## config.mk

```make
export PLATFORM = sky130hd
export DESIGN_NAME = level_sequencer
export DESIGN_NICKNAME = d
export VERILOG_FILES = /design/src/rtl/level_sequencer.sv
export SDC_FILE = /design/constraint.sdc
export NUM_CORES = 1
export LEC_CHECK = 0
export BUFFER_PORTS_ARGS = -buffer_cell sky130_fd_sc_hd__buf_4
export CAP_MARGIN = 25
export CORE_AREA = 2 2 42 44
export CTS_BUF_LIST = sky130_fd_sc_hd__clkbuf_4
export DETAILED_ROUTE_END_ITERATION = 16
export DIE_AREA = 0 0 44 46
export PLACE_DENSITY = 0.77
export SYNTH_ARGS = -nofsm -noshare
export SYNTH_HDL_FRONTEND = slang
export SYNTH_SLANG_ARGS = --single-unit
```

## constraint.sdc

```tcl
create_clock -name clock -period 2.9 [get_ports clock]
set_clock_uncertainty 0.15 [all_clocks]
set_input_delay 0.29 -clock clock [delete_from_list [all_inputs] [get_ports clock]]
set_output_delay 0.29 -clock clock [all_outputs]
set_load 0.005 [all_outputs]
```

## src/rtl/level_sequencer.sv

```systemverilog
// level_sequencer: stage/phase controller that steps level mechanisms and requests map redraws
module level_sequencer #(
    parameter int NUM_STAGES = 4,
    parameter int X_W = 9,
    parameter int Y_W = 8,
    parameter logic [NUM_STAGES*X_W-1:0] ACT_X = {9'd124, 9'd180, 9'd187, 9'd124},
    parameter logic [NUM_STAGES*Y_W-1:0] ACT_Y = {8'd158, 8'd214, 8'd149, 8'd158},
    parameter int GOAL_X_MIN = 156,
    parameter int GOAL_Y_MAX = 55,
    localparam int SW = $clog2(NUM_STAGES + 1)
) (
    input  logic           clock,
    input  logic           resetn,
    input  logic           activate,
    input  logic           spriteDead,
    input  logic           doneRedraw,
    input  logic [X_W-1:0] X,
    input  logic [Y_W-1:0] Y,
    output logic           drawMap,
    output logic [SW-1:0]  stage,
    output logic [1:0]     phase,
    output logic           finished,
    output logic           respawn
);
    typedef enum logic [1:0] {REDRAW = 2'd0, PLAY = 2'd1, WIN_DRAW = 2'd2, WON = 2'd3} phase_t;

    phase_t phaseQ, phaseD;
    logic [SW-1:0] stageQ, stageD;
    logic actQ, actRise, respawnQ, respawnD, hitFwd, hitBack, atGoal;
    logic [NUM_STAGES-1:0] hit;

    for (genvar i = 0; i < NUM_STAGES; i++) begin : g_hit
        assign hit[i] = (X == ACT_X[i*X_W +: X_W]) && (Y == ACT_Y[i*Y_W +: Y_W]);
    end

    assign actRise = activate & ~actQ;
    assign atGoal = (X >= X_W'(GOAL_X_MIN)) && (Y <= Y_W'(GOAL_Y_MAX));

    // Select the activation points just ahead of and just behind the current stage
    always_comb begin
        hitFwd = 1'b0;
        hitBack = 1'b0;
        for (int i = 0; i < NUM_STAGES; i++) begin
            if (stageQ == SW'(i)) hitFwd = hit[i];
            if (stageQ == SW'(i + 1)) hitBack = hit[i];
        end
    end

    // Next phase/stage; death outranks everything, forward outranks back
    always_comb begin
        phaseD = phaseQ;
        stageD = stageQ;
        respawnD = 1'b0;
        if (phaseQ == REDRAW) begin
            if (spriteDead) begin
                stageD = '0;
                respawnD = 1'b1;
            end else if (doneRedraw) begin
                phaseD = PLAY;
            end
        end else if (phaseQ == PLAY) begin
            if (spriteDead) begin
                stageD = '0;
                phaseD = REDRAW;
                respawnD = 1'b1;
            end else if (stageQ < SW'(NUM_STAGES) && hitFwd && actRise) begin
                stageD = stageQ + 1'b1;
                phaseD = REDRAW;
            end else if (stageQ != '0 && hitBack && actRise) begin
                stageD = stageQ - 1'b1;
                phaseD = REDRAW;
            end else if (stageQ == SW'(NUM_STAGES) && atGoal) begin
                phaseD = WIN_DRAW;
            end
        end else if (phaseQ == WIN_DRAW) begin
            phaseD = doneRedraw ? WON : WIN_DRAW;
        end
    end

    // State register; the key history resets high so a key held through reset is not an edge
    always_ff @(posedge clock) begin
        if (!resetn) begin
            phaseQ <= REDRAW;
            stageQ <= '0;
            actQ <= 1'b1;
            respawnQ <= 1'b0;
        end else begin
            phaseQ <= phaseD;
            stageQ <= stageD;
            actQ <= activate;
            respawnQ <= respawnD;
        end
    end

    assign drawMap = (phaseQ == REDRAW) || (phaseQ == WIN_DRAW);
    assign finished = (phaseQ == WON);
    assign stage = stageQ;
    assign phase = phaseQ;
    assign respawn = respawnQ;
endmodule

```

==> Word level (Yosys, flattened, before mapping) <==
Cells that the tools add are included.
{ "op_classes": {"n_mux": 27, "n_reduce_logical": 17, "bitwise": 2, "n_eq_ne": 18, "add_sub_neg": 2, "n_shift": 0, "multipliers": 0, "div": 0, "magnitude_cmp": 3} }
{ "op_table": {"columns": ["cell", "count"], "rows": [
  ["8-bit == test, second input constant", 3],
  ["9-bit by 8-bit == test with 1-bit output, second input constant", 2],
  ["2-bit 2-to-1 mux", 9],
  ["3-bit 2-to-1 mux", 6],
  ["1-bit 2-to-1 mux", 12],
  ["9-bit by 7-bit == test with 1-bit output, second input constant", 1],
  ["9-bit by 8-bit greater-or-equal comparator with 1-bit output, second input constant", 1],
  ["1-bit logical AND", 9],
  ["8-bit by 6-bit <= comparator with 1-bit output, second input constant", 1],
  ["3-bit by 2-bit == test with 1-bit output, second input constant", 2],
  ["2-bit inequality test, second input constant", 3],
  ["6-bit by 3-bit inequality test with 1-bit output, second input constant", 1],
  ["3-bit nonzero test", 2],
  ["2-bit == test, second input constant", 2],
  ["4-bit by 2-bit inequality test with 1-bit output, second input constant", 1],
  ["4-bit AND reduction", 1],
  ["3-bit by 1-bit adder with 3-bit output, second input constant", 1],
  ["3-bit by 1-bit == test with 1-bit output, second input constant", 1],
  ["3-bit == test, second input constant", 1],
  ["3-bit logical NOT", 1],
  ["3-bit < comparator, second input constant", 1],
  ["3-bit AND reduction", 1],
  ["3-bit by 1-bit subtractor with 3-bit output, second input constant", 1],
  ["2-bit by 1-bit == test with 1-bit output, second input constant", 1],
  ["5 further kinds", 5]
]} }
{ "totals": {"ff_bits": 7, "latchBits": 0, "mem_bits_rw": 0, "wordCells": 73, "output_inout_bits": 8, "mem_count": 0, "in_bits": 22, "romBits": 0} }

==> Logic depth before layout (Yosys ltp) <==
{ "depth": {"ltp_word": 13, "mapped_depth": 9, "depth_no_buf": 8} }

==> Worst setup path after synthesis <==
Ideal clock, no wire load.
{ "synth_timing": {"path_type": "reg2reg", "startpoint": "register stageQ[2], in the netlist stage[2]", "endpoint": "register stageQ[1], in the netlist stage[1]", "setup_ns": 0.123, "arrival_ns": 2.251, "path_slack_ns": 0.375, "path_stages_with_launch": 10, "required_ns": 2.627, "period_less_slack_ns": 2.525, "path_cell_list": "dfxtp_1 clkbuf_1 inv_1 ha_1 or3b_1 or4_1 o32ai_1 a21oi_2 a21oi_2 o22ai_1"} }
{ "synth_via": {"elab_chain_cells": 11} }
{ "synth_lines": {"columns": ["element", "line_no", "source"], "rows": [
  ["from (decl)", "28", "logic [SW-1:0] stageQ, stageD;"],
  ["from (signal assigned)", "89", "stageQ <= stageD;"],
  ["3-bit logical NOT", "44", "if (stageQ == SW'(i)) hitFwd = hit[i];"],
  ["1-bit 2-to-1 mux (4 in a row)", "44", null],
  ["1-bit logical AND (2 in a row)", "66", "end else if (stageQ < SW'(NUM_STAGES) && hitFwd && actRise) begin"],
  ["3-bit 2-to-1 mux", "66", null],
  ["3-bit 2-to-1 mux", "62", "if (spriteDead) begin"],
  ["3-bit 2-to-1 mux", "61", "end else if (phaseQ == PLAY) begin"],
  ["3-bit 2-to-1 mux", "54", "if (phaseQ == REDRAW) begin"]
]} }
Several ways; a longest one is shown, not always the timed one. The select of a mux whose other input is x is not followed.
A chain may end at the register's enable or synchronous reset.

==> Worst setup path in the final report <==
{ "layout_timing": {"startpoint": "register stageQ[2], in the netlist stage[2]", "endpoint": "register stageQ[0], in the netlist stage[0]"} }
The elaborated chain is that of the path after synthesis.

==> flow_summary.ini <==
[min_path]
holdPathEnd = actQ
worstHoldPathCells = 2
hold_start = activate
hold_path.class = in -> reg

[routing]
via_per_inst = 5.92
vias = 787
drt_iter0_markers = 14
drtPass1Iterations = 4
drc = 0
ant_nets = 0
totalWireLength_um = 1970
routedWlPerCell_um = 14.8

[timing]
min_period_over_period_pct = 90.8
finalCriticalPeriod_ns = 2.63
rsz0062_at_grt = no
hold_violations = 0
tns_ns = 0
worstMarginPinSlew_ns = 0.349
fmax_ghz = 0.380
slew_headroom_pct = 76.4
drv_slew = 0
setup_viol = 0
fin_ws_ns = 0.268

[floorplan]
coreArea_um2 = 1610
rows = 15
initial_core_util_pct = 44.3
pin_count = 30
die-area_um2 = 2020
die_w_um = 44
die_y_um = 46

[logic_synthesis]
synth_cell_types = 42
synth.avg_cell_area_um2 = 8.52
syn_nets = 112
synth_mux_area_share_pct = 1.40
synth_fa_ha_area_share_pct = 10.5
synth_warnings = 0
ys_seq_area_share_pct = 19.6
synth_enable_flop_cells = 0
ys.flop_type = dfxtp_1
synth-simple-area-share_pct = 39.2
synth_top_family_by_area = simple AND/OR/NAND/NOR gates
synth-compound-area-share_pct = 23.4
synth_area_um2 = 716
synth_xor_area_share_pct = 1.22
ys_ff_latch = 7
synthArstFlopShare_pct = 0
synthCells = 84

[grt]
antenna_found_initial = 0
grt_max_degree = 10
first_global_vias = 730
overflow = 0
grt_pass1_wl_um = 3240
track_usage_pct = 21.6

[cts]
root_buffer = clkbuf_4
numCtsBuffers = 3
tritoncts = yes
path_clk_slew_ns = 0.06
clock_latency_ns = 0.26
post_cts_buffers = 0
cts.repair.resized = 0
cts_max_level = 1
cts.sinks = 7
clock_path_buffers = 2
cts_hold_buf = 0

[layout]
n_antenna_cell = 0
final_nets = 145
area_growth_pct = 37.1
final_layout_size_suffix_gt1_share_pct = 34.5
fill_cells = 170

[setup_path]
r2r_start = stage[2]
r2r-end = stage[0]
rr_worst_depth = 8
cp_max_fo = 9
worstSetupEndpointType = register
worstPathRequired_ns = 2.88
cp.arrival_ns = 2.61
crit_path_start_kind = register
path_class = reg -> reg
r2r_slack_ns = 0.27

[run_status]
status = finished clean

[placed_design]
post-place-ws_ns = 0.282
io_buffers = 29
gp_congestion = 0.821
dp_hpwl_um = 1620

[pwr]
p_per_area_nw_per_um2 = 287
peakVddDrop_v = 0.000244
cellLeakagePower_nw = 0.410
total_power_mw = 0.281

[run]
drv_cap = 0
-- metrics by stage --
stage                     instance area (um^2)  util [%]  hold WS, ns  std cells
after CTS                                  981      60.8       0.0657        133
after detailed placement                   951      58.9        0.335        129
after floorplan                            716         -        0.213         84
after global placement                     951      58.9        0.330        129
after global routing                       981      60.8       0.0672        133
final                                      981      60.8       0.0676        133
-- cell families after synthesis --
family	count (synthesis)
simple gates	39
compound gates	21
buf+inv	9
flops	7
fa+ha+maj	6
xor+xnor	1
mux	1
-- critical path: stages, from the launching register on --
cell	delay (ns)
dfxtp_1	0.47
inv_1	0.13
ha_1	0.26
or3b_1	0.37
or4_1	0.48
o32ai_1	0.17
a21oi_2	0.16
a21oi_2	0.21
o2bb2ai_1	0.11
-- cell usage in the layout (no fill, tap or decap), drive strengths merged, types with 4 or more instances in the layout --
cell type / Yosys / layout
buf: 0 / 29
inv: 8 / 8
dfxtp: 7 / 7
ha: 6 / 6
nand4b: 5 / 5
or4: 5 / 5
nand3b: 4 / 4
nand2: 4 / 4
clkbuf: 1 / 4
a21oi: 4 / 4
-- cell type report --
type                       count  area, um^2  area share [%]
timing repair buffer          29         218            22.2
sequential                     7         140            14.3
tap                           17        21.3            2.17
multi-input combinational     68         542            55.2
clock buffer                   4        30.0            3.06
inverter                       8        30.0            3.06
-- registers in the layout (all words and copies together) (netlist names) --
signal	cells
stage	3
phase	2
actQ	1
respawn	1
-- layer usage --
| layer | track usage [%] | share of wire [%] | up-vias | wire [um] |
|---|---|---|---|---|
| li1 | - | - | 389 | - |
| met1 | 26.8 | 43 | 365 | 848 |
| met2 | 35.9 | 48 | 31 | 950 |
| met3 | 5.95 | 7.9 | 2 | 155 |
| met4 | 7.27 | 0.86 | 0 | 17 |
| met5 | 0 | 0 | - | 0 |
-- where the power goes --
part           switching, mW  total (mW)  internal [mW]
logic                 0.0312      0.0740         0.0429
registers            0.00430       0.104          0.100
clock network         0.0406       0.103         0.0622
total                 0.0761       0.281          0.205
-- synthesized netlist by cell type, types with 2 or more instances --
cell type  count  share of area [%]
inv_1          8                4.2
dfxtp_1        7                 20
ha_1           6                 10
nand4b_1       5                6.1
nand2_1        4                2.1
nand3b_1       4                4.2
or4_1          4                4.2
nand2b_1       3                2.6
nand3_1        3                2.1
nor4b_1        3                3.7
a21oi_1        2                1.4
a21oi_2        2                2.4
a31oi_1        2                1.7
nor4bb_1       2                2.8
or3b_1         2                2.4
-- how the worst max path moves through the flow --
stage	from	endpoint	slack (ns)	depth (start not counted)
after floorplan	stage[2]	stage[1]	0.38	9
after global placement	stage[2]	stage[1]	0.41	8
after detailed placement	stage[2]	stage[0]	0.28	8
after CTS	stage[2]	stage[0]	0.26	8
after global routing	stage[2]	stage[0]	0.11	8
final	stage[2]	stage[0]	0.27	8
No activity file was read; power rests on OpenSTA's default activity.
